File: src/rtl/sswfmcw_sweep_sched.sv
// Frame/chirp scheduler: sequences N chirps per frame on the TX generator and
// opens the RX capture window a programmable number of sample ticks after chirp start.
module sswfmcw_sweep_sched #(
   parameter int unsigned C_LEN_W = 16,
   parameter int unsigned C_N_W   = 8
) (
   input  logic               CK_i,
   input  logic               ARST_i,
   input  logic               EN_i,
   input  logic               SMP_EE_i,
   input  logic [C_LEN_W-1:0] CHIRP_LEN_i,
   input  logic [C_LEN_W-1:0] GAP_LEN_i,
   input  logic [C_LEN_W-1:0] RX_DLY_i,
   input  logic [C_N_W-1:0]   NCHIRP_i,
   input  logic               TX_RDY_i,
   output logic               TX_START_o,
   output logic               TX_ACT_o,
   output logic               RX_WIN_o,
   output logic [C_N_W-1:0]   CHIRP_IDX_o,
   output logic               FRAME_DONE_o,
   output logic               BUSY_o
);
   localparam int unsigned PW = C_LEN_W + 1;

   typedef enum logic [1:0] {IDLE, WAIT_RDY, CHIRP, GAP} state_t;

   state_t           state, state_n;
   logic [PW-1:0]    clen, glen, rxdly;
   logic [PW-1:0]    ph, ph_n;
   logic [C_N_W-1:0] nchirp, idx_n;
   logic             latch, done_n, start_n, tick, last_chirp, eoc;
   logic [PW-1:0]    chirp_end, period_end, win_hi;

   // the tick coinciding with the start pulse belongs to no phase
   assign tick       = SMP_EE_i && !TX_START_o;
   assign chirp_end  = clen - PW'(1);
   assign period_end = clen + glen - PW'(1);
   assign win_hi     = rxdly + clen;
   // NCHIRP of zero wraps to the all-ones index, giving a full 2^C_N_W frame
   assign last_chirp = (CHIRP_IDX_o == nchirp - C_N_W'(1));

   always_comb begin
      state_n = state;
      ph_n    = ph;
      idx_n   = CHIRP_IDX_o;
      latch   = 1'b0;
      done_n  = 1'b0;
      start_n = 1'b0;
      eoc     = 1'b0;
      unique case (state)
         IDLE: begin
            if (EN_i) begin
               latch   = 1'b1;
               idx_n   = '0;
               state_n = WAIT_RDY;
            end
         end
         WAIT_RDY: begin
            if (!EN_i) begin
               state_n = IDLE;
            end else if (TX_RDY_i) begin
               state_n = CHIRP;
               start_n = 1'b1;
               ph_n    = '0;
            end
         end
         CHIRP: begin
            if (tick) begin
               ph_n = ph + PW'(1);
               if (ph == chirp_end) begin
                  if (glen == '0) eoc = 1'b1;
                  else            state_n = GAP;
               end
            end
         end
         GAP: begin
            if (tick) begin
               ph_n = ph + PW'(1);
               if (ph == period_end) eoc = 1'b1;
            end
         end
         default: state_n = IDLE;
      endcase

      if (eoc) begin
         if (last_chirp) begin
            done_n = 1'b1;
            if (EN_i) begin
               latch   = 1'b1;
               idx_n   = '0;
               state_n = WAIT_RDY;
            end else begin
               state_n = IDLE;
            end
         end else if (!EN_i) begin
            state_n = IDLE;
         end else begin
            idx_n   = CHIRP_IDX_o + C_N_W'(1);
            state_n = WAIT_RDY;
         end
      end
   end

   always_ff @(posedge CK_i or posedge ARST_i) begin
      if (ARST_i) begin
         state        <= IDLE;
         ph           <= '0;
         clen         <= '0;
         glen         <= '0;
         rxdly        <= '0;
         nchirp       <= '0;
         TX_START_o   <= 1'b0;
         TX_ACT_o     <= 1'b0;
         RX_WIN_o     <= 1'b0;
         CHIRP_IDX_o  <= '0;
         FRAME_DONE_o <= 1'b0;
         BUSY_o       <= 1'b0;
      end else begin
         state <= state_n;
         ph    <= ph_n;
         if (latch) begin
            clen   <= (CHIRP_LEN_i == '0) ? PW'(1) : PW'(CHIRP_LEN_i);
            glen   <= PW'(GAP_LEN_i);
            rxdly  <= PW'(RX_DLY_i);
            nchirp <= NCHIRP_i;
         end
         // outputs follow the next state so they line up with it cycle for cycle
         TX_START_o   <= start_n;
         TX_ACT_o     <= (state_n == CHIRP);
         RX_WIN_o     <= ((state_n == CHIRP) || (state_n == GAP)) &&
                         (ph_n >= rxdly) && (ph_n < win_hi);
         CHIRP_IDX_o  <= idx_n;
         FRAME_DONE_o <= done_n;
         BUSY_o       <= (state_n != IDLE);
      end
   end

endmodule

File: config.mk
export PLATFORM = sky130hd
export DESIGN_NAME = sswfmcw_sweep_sched
export DESIGN_NICKNAME = d
export VERILOG_FILES = /design/src/rtl/sswfmcw_sweep_sched.sv
export SDC_FILE = /design/constraint.sdc
export NUM_CORES = 1
export LEC_CHECK = 0
export ABC_AREA = 1
export ABC_CLOCK_PERIOD_IN_PS = 3030
export BUFFER_PORTS_ARGS = -buffer_cell sky130_fd_sc_hd__buf_2
export CORE_ASPECT_RATIO = 0.5
export CORE_MARGIN = 10
export CORE_UTILIZATION = 55
export CTS_CLUSTER_DIAMETER = 80
export DETAILED_ROUTE_END_ITERATION = 8
export HOLD_SLACK_MARGIN = 0.02
export PLACE_DENSITY = 0.75
export RECOVER_POWER = 25
export SETUP_SLACK_MARGIN = 0.2
export SYNTH_ARGS = -nofsm -noshare
export SYNTH_HDL_FRONTEND = slang
export SYNTH_SLANG_ARGS = --single-unit
File: constraint.sdc
create_clock -name CK_i -period 3.03 [get_ports CK_i]
set_input_delay 0.4545 -clock CK_i [delete_from_list [all_inputs] [get_ports CK_i]]
set_output_delay 0.4545 -clock CK_i [all_outputs]
set_load 0.02 [all_outputs]
==> summary.md, run 1 <==
| Metric | Value |
|---|---|
| Setup crit start kind | `flop` |
| Global-route usage over all layers | `25.7%` |
| CP Class | `flop to flop` |
| Worst hold start | `RX_DLY_i[12]` |
| Post-Route WL | `26700 um` |
| DRT antenna net count | `0` |
| Reg2Reg Depth | `24` |
| Share of post-route cells with drive strength above 1 | `24.3%` |
| Worst hold slack | `0.301 ns` |
| Highest clock rate | `312 MHz` |
| Core footprint | `14400 um2` |
| Drt pass-1 iters | `5` |
| Worst setup slack after layout | `-0.172 ns` |
| Hold Vio Cnt, Final | `0` |
| DR iter-0 viols | `952` |
| Cell area after synthesis | `8100 um2` |
| Vias in the first global route | `8435` |
| Syn. warnings | `0` |
| Mapped Cells | `1204` |
| Dpl cells | `1554` |
| WP buf/inv | `7` |
| Buffers on Ports | `73` |
| Die width | `192 um` |
| CTS Buf Count | `9` |
| Critical path, cell by cell | `inv_2 -> ha_4 -> inv_2 -> ha_4 -> inv_2 -> fa_2 -> inv_2 -> nand3_4 -> nand2_4 -> nand4_1 -> nand3_1 -> nand2_1 -> nand2_1 -> nand2_1 -> nor2_1 -> nand4_1 -> nand2_2 -> buf_6 -> inv_4 -> nor2_4 -> nor2_1 -> buf_4 -> nand2_1 -> nand2_1` |
| Max-cap viol count | `1` |
| IO Pins | `74` |
| Slew headroom | `-23.7%` |
| DR WL/cell | `16.8 um` |
| Crit. End Element | `flop` |
| Setup Viol. Count Final | `69` |
| Initial Utilization | `56.1%` |
| Pre-CTS setup slack | `-0.243 ns` |
| Die height | `106 um` |
| Drt via density | `5.52` |
| Clock-pin slew on the worst setup and hold paths | `0.07 ns` |
| # DRC | `0` |
| Worst-path maximum fanout | `6` |
| Ant. Diodes | `0` |
| Crit-path slowest cell | `dfrtp_1` |
| Clock Latency Late Sink | `0.34 ns` |
| Post-synth cell types | `48` |
| Hold crit path type | `primary input to flop` |
| Clock sink count | `88` |
| Post-synth ARST share | `100%` |
| Top FF cell, synth | `dfrtp_1` |
| Maximum vdd ir drop | `278 uV` |
| Pleak | `5.55 nW` |
| Most common cell in the netlist | `nand2_1` |
| GPL Wtd Cong | `0.942` |
| WP data required | `3.27 ns` |
| Post-synthesis sequential area ratio | `27.2%` |
| Fin nets | `1532` |
| Final HPWL DP | `20600 um` |
| Final Cycle Share | `106%` |
| WP data arrival | `3.44 ns` |
| Largest net degree at the start of global routing | `50` |
| Cell Rows | `31` |
| Least-Margin Pin Slew | `1.85 ns` |
| Failing checks | `max-capacitance violations, max-slew violations, negative setup slack` |
| Min Tclk post-route | `3.20 ns` |
| Synth Net Count | `1351` |
| Power Density | `357 nW/um2` |
| Cell Count, Final, Fillers Out | `1587` |
| H-tree depth reported by CTS | `3` |
| Clk_skew | `0.00780 ns` |
| Fillers | `1173` |
| Total global routing overflow | `0` |
| Share of the synthesized area in the top cell type | `27.2%` |
| Yosys reg bits | `88` |
| Post-synth EDFFs | `0` |
| Flop-to-flop setup slack | `-0.17 ns` |
| Synth top cells by count | `nand2_1, inv_1, nand3_1` |
| Reg-to-Reg Start | `clen[1]` |
| Largest stage delay, worst path | `0.39 ns` |
| Hold Crit Depth | `3` |
| Synth area leaders | `dfrtp_1, nand2_1, ha_1` |
| Via count | `8755` |
| RSZ-0062 raised after global routing | `true` |
| TritonCTS clock tree | `yes` |
| Hold Path Sink | `rxdly[12]` |
| Util after Layout | `72.4%` |
| Die area | `20300 um2` |
| Cell family with most CP delay | `simple AND/OR/NAND/NOR gates` |
| Initial antenna violation count | `0` |
| Maximum root-to-sink buffer count | `2` |
| Post-synth top area cell | `dfrtp_1` |
| Post-Syn Area per Cell | `6.73 um2` |
| Layout area overhead | `28.9%` |
| Reg2reg end | `CHIRP_IDX_o[5]` |
| First-pass GRT wire length | `42500 um` |
| Outcome | `finished with violations` |
| Clock Tree Root | `clkbuf_16` |
| Max-slew violations | `40` |
| CP most frequent cell | `nand2_1` |
[sequential cells by signal (all words and copies together), names as in the netlist, named ones only]
signal,flops
BUSY_o,1
nchirp,8
CHIRP_IDX_o,7
clen,16
ph,17
RX_WIN_o,1
FRAME_DONE_o,1
rxdly,16
TX_START_o,1
TX_ACT_o,1
state,2
glen,16
[report_power, final]
group | switching [mW] | internal, mW
logic | 0.632 | 0.468
clock network | 0.483 | 0.804
registers | 0.106 | 1.24
total | 1.22 | 2.51
[placed cells by master, fill, tap and decap left out, types with 6 or more instances in the layout]
master     Yosys  layout
nand2_1      375     345
nor2_1        91      81
buf_4          6     114
o21ai_0       23      19
nand3_2        1      11
a21oi_1       44      39
nand2_2        3      28
inv_2          4      14
buf_2          2      73
dfrtp_1       88      83
clkbuf_16      0       9
nor2_4         4       6
xor2_1        28      28
nor3_1        18      15
ha_1          84      66
xnor2_1       28      28
nand4_1       17      17
nor4_1         8       7
nand3b_1      10      10
nor2_2         4      12
ha_4           0      17
inv_1        178     166
nand3_1      131     118
[logic make-up (layout without fill, tap and decap cells)]
group | Yosys count | count (layout) | synth area share, %
AOI/OAI and AO/OA | 88 | 88 | 6.05
xor gates and xnor gates | 57 | 57 | 6.33
buffers and inverters | 208 | 393 | 10.6
and+or+nand+nor | 677 | 677 | 36.4
adders and majority gates | 86 | 86 | 13.5
DFF | 88 | 88 | 27.2
[worst min-delay path, delay by kind of cell]
family                 cells  cell delay [ns]
buffers and inverters      1             0.07
AND/OR/NAND/NOR            2             0.08
[final cells by class]
class / instances / area (um2) / share of cell area [%]
clock buffers: 10 / 229 / 2.19
well taps: 198 / 248 / 2.37
clock inverters: 5 / 106 / 1.02
inverters: 182 / 687 / 6.58
flip-flops and latches: 88 / 2210 / 21.1
multi-input cells: 908 / 5580 / 53.4
repair buffers: 196 / 1390 / 13.3
[routing by layer]
metal | vias to the layer above | routed length [um] | GRT usage, %
met1 | 4144 | 12500 | 37.6
met3 | 35 | 2320 | 4.28
met4 | 0 | 386 | 4.66
li1 | 4231 | - | -
met5 | - | 0 | 0
met2 | 345 | 11600 | 39.2
[through the flow]
step,TNS [ns],instance area (um2),power (mW)
2_1_floorplan,0,8170,2.01
3_3_place_gp,-5.07,9420,2.36
3_5_place_dp,-12.64,9420,2.40
4_1_cts,-1.30,10200,3.68
5_1_grt,-19.35,10400,3.92
6_report,-8.25,10400,3.73
[timing repair]
action | CTS | global route
cloned | 2 | 0
hold buffers | 0 | 0
endpoints found under the setup margin | 70 | 70
resized for setup | 64 | 53
setup buffers | 9 | 7
pin swaps | 16 | 21
[how the worst max path moves through the flow]
stage	end	cells past startpoint	startpoint
2_1_floorplan	clen[0]	24	clen[1]
3_3_place_gp	clen[14]	23	clen[1]
3_5_place_dp	rxdly[10]	20	clen[2]
4_1_cts	CHIRP_IDX_o[5]	26	clen[1]
5_1_grt	CHIRP_IDX_o[7]	24	clen[1]
6_report	CHIRP_IDX_o[5]	24	clen[1]
(Power assumes the default switching activity.)
==> run 2: changes to the inputs <==
==> constraint.sdc (replaced) <==
create_clock -name CK_i -period 3.03 [get_ports CK_i]
set_input_delay 0.7575 -clock CK_i [delete_from_list [all_inputs] [get_ports CK_i]]
set_output_delay 0.7575 -clock CK_i [all_outputs]
set_load 0.02 [all_outputs]
==> summary.md, run 2 (synthesis results as in run 1) <==
| Metric | Value |
|---|---|
| Worst setup path startpoint | `clen[0]` |
| Dpl cells | `1594 (+2.6%)` |
| Pleak | `5.89 nW (+6.0%)` |
| Clock-pin slew on the worst setup and hold paths | `0.07 ns (about the same)` |
| Global-route usage over all layers | `26.7% (+0.98 points)` |
| Max-cap viol count | `0 (-1)` |
| GPL Wtd Cong | `0.968 (+2.8%)` |
| Hold Crit Depth | `2 (-1)` |
| Critical path, cell by cell | `buf_6 -> ha_4 -> fa_2 -> nand3_2 -> nand3_2 -> buf_4 -> a21oi_1 -> nor2_1 -> nor2_1 -> xor2_1 -> ha_1 -> a21oi_1 -> nor2_1 -> a211oi_1 -> o31ai_1 -> nand2_1 -> nand2_1 -> nand2_1 -> nand3_1 -> nor2_1` |
| RSZ-0062 raised after global routing | `true` |
| Setup Viol. Count Final | `70 (+1.4%)` |
| Initial antenna violation count | `0 (unchanged)` |
| Total global routing overflow | `0 (unchanged)` |
| # DRC | `0 (unchanged)` |
| Cell Count, Final, Fillers Out | `1630 (+2.7%)` |
| TritonCTS clock tree | `yes` |
| Crit. End Element | `flop` |
| DRT antenna net count | `0 (unchanged)` |
| Core footprint | `14400 um2 (unchanged)` |
| Maximum vdd ir drop | `285 uV (+2.6%)` |
| Clk_skew | `0.00926 ns (+0.00146 ns)` |
| Max reg flops | `17 (unchanged)` |
| Fillers | `1064 (-9.3%)` |
| Hold_buf cts | `0 (unchanged)` |
| Pre-CTS setup slack | `-0.433 ns (-0.189 ns)` |
| WP data arrival | `3.48 ns (+0.04 ns)` |
| Die area | `20300 um2 (unchanged)` |
| WP data required | `3.30 ns (+0.03 ns)` |
| Biggest register | `ph` |
| Drt via density | `5.44 (-1.4%)` |
| IO Pins | `74 (unchanged)` |
| Most common cell after layout, fill and taps aside | `nand2_1` |
| Max-slew violations | `0 (-100%)` |
| Clock sink count | `88 (unchanged)` |
| Final HPWL DP | `21600 um (+4.8%)` |
| CP most frequent cell | `nor2_1` |
| Cell Rows | `31 (unchanged)` |
| Outcome | `finished with violations` |
| Largest stage delay, worst path | `0.41 ns (+0.02 ns)` |
| Clock Latency Late Sink | `0.35 ns (about the same)` |
| H-tree depth reported by CTS | `3 (unchanged)` |
| CTS Buf Count | `9 (unchanged)` |
| Min Tclk post-route | `3.21 ns (+0.0107 ns)` |
| Via count | `8867 (+1.3%)` |
| Least-Margin Pin Slew | `1.35 ns (-0.497 ns)` |
| Layout area overhead | `37.1%` |
| Final Cycle Share | `106% (+0.35 points)` |
| Design Area, Final | `11100 um2 (+6.3%)` |
| Slew headroom | `10.1% (+34 points)` |
| Most frequent cells in the layout | `nand2_1, inv_1, buf_4` |
| Critical Path End | `RX_WIN_o` |
| Worst hold slack | `0.541 ns (+0.240 ns)` |
| Highest clock rate | `311 MHz (-0.33%)` |
| Worst-path maximum fanout | `3 (-3)` |
| Setup crit start kind | `flop` |
| Post-Route WL | `28300 um (+6.0%)` |
| Initial Utilization | `56.1% (unchanged)` |
| Fin nets | `1575 (+2.8%)` |
| Clock Tree Root | `clkbuf_16` |
| CP Class | `flop to flop` |
| Drt pass-1 iters | `7 (+2)` |
| Reg2reg end | `RX_WIN_o` |
| Failing checks | `negative setup slack` |
| Power Density | `339 nW/um2 (-5.0%)` |
| Die width | `192 um (unchanged)` |
| Buffers on Ports | `73 (unchanged)` |
| Maximum root-to-sink buffer count | `2 (unchanged)` |
| First-pass GRT wire length | `43700 um (+2.8%)` |
| Reg-to-Reg Start | `clen[0]` |
| Vias in the first global route | `8620 (+2.2%)` |
| Hold Vio Cnt, Final | `0 (unchanged)` |
| Reg2Reg Depth | `20 (-17%)` |
| Hold crit path type | `flop to flop` |
| Worst setup slack after layout | `-0.183 ns (-0.0107 ns)` |
| DR WL/cell | `17.4 um (+3.2%)` |
| DR iter-0 viols | `636 (-33%)` |
| Largest net degree at the start of global routing | `54 (+8.0%)` |
| Share of post-route cells with drive strength above 1 | `31.1% (+6.8 points)` |
| Util after Layout | `77.0% (+4.6 points)` |
| Flop-to-flop setup slack | `-0.18 ns (about the same)` |
| Ant. Diodes | `0 (unchanged)` |
| Die height | `106 um (unchanged)` |
| Placed cell areas | `9960 um2 (+5.7%)` |
| Crit-path slowest cell | `dfrtp_1` |
==> run 2: changes by cell type in the layout (fill, tap and decap cells not counted), sizes merged <==
| cell | before | now |
|---|---|---|
| buf | 196 | 236 |
| clkbuf | 10 | 12 |
| clkinv | 1 | 3 |
| clkinvlp | 2 | 1 |
==> run 2: stage by stage <==
stage / power [mW] / TNS (ns)
after floorplan: 2.01 / 0
after global placement: 2.36 / -6.96
after detailed placement: 2.39 / -13.07
after CTS: 3.69 / -3.26
after global routing: 3.96 / -21.06
final: 3.77 / -8.21
==> run 2: how the worst min path moves through the flow <==
stage / to / startpoint / slack [ns]
detailed placement: CHIRP_IDX_o[5] / CHIRP_IDX_o[5] / 0.52
global route: nchirp[7] / nchirp[7] / 0.57
CTS: rxdly[7] / ARST_i / 0.45
global placement: glen[11] / glen[11] / 0.50
finish: glen[8] / glen[8] / 0.54
floorplan: glen[13] / glen[13] / 0.48
==> run 2: metal layers <==
layer | global-route usage, % | part of all wire (%)
met4 | 3.71 | 1.1
met1 | 36.8 | 45
met2 | 42.8 | 45
met5 | 0 | 0
met3 | 5.95 | 8.7
==> run 2: timing repair <==
| item | 4_1_cts | 5_1_grt |
|---|---|---|
| buffers inserted | 11 | 8 |
| pin swaps | 21 | 44 |
| setup endpoints to repair | 70 | 70 |
| gates resized for setup | 60 | 92 |
| gates cloned | 0 | 2 |
==> run 2: critical path, delay by kind of cell (launching register included) <==
family                   cells  cell delay, ns
adder cells (fa/ha/maj)      3            0.81
AND/OR/NAND/NOR             10            0.77
AO/OA/AOI/OAI                4            0.58
flip-flops                   1            0.41
buffers and inverters        2            0.29
XOR/XNOR                     1            0.25
==> run 2: power breakdown <==
group	leakage (nW)	switching [mW]	total [mW]	internal [mW]
Combinational	4.57	0.635	1.12	0.483
Clock	0.165	0.498	1.30	0.801
Sequential	1.15	0.115	1.35	1.24
==> run 2: layout make-up <==
cell class,instances,area (um2),area share [%]
flip-flops and latches,88,2210,19.9
inverters,182,689,6.21
repair buffers,239,1780,16.0
clock buffers,9,225,2.03
clock inverters,6,109,0.980
well taps,198,248,2.23
multi-input cells,908,5850,52.7
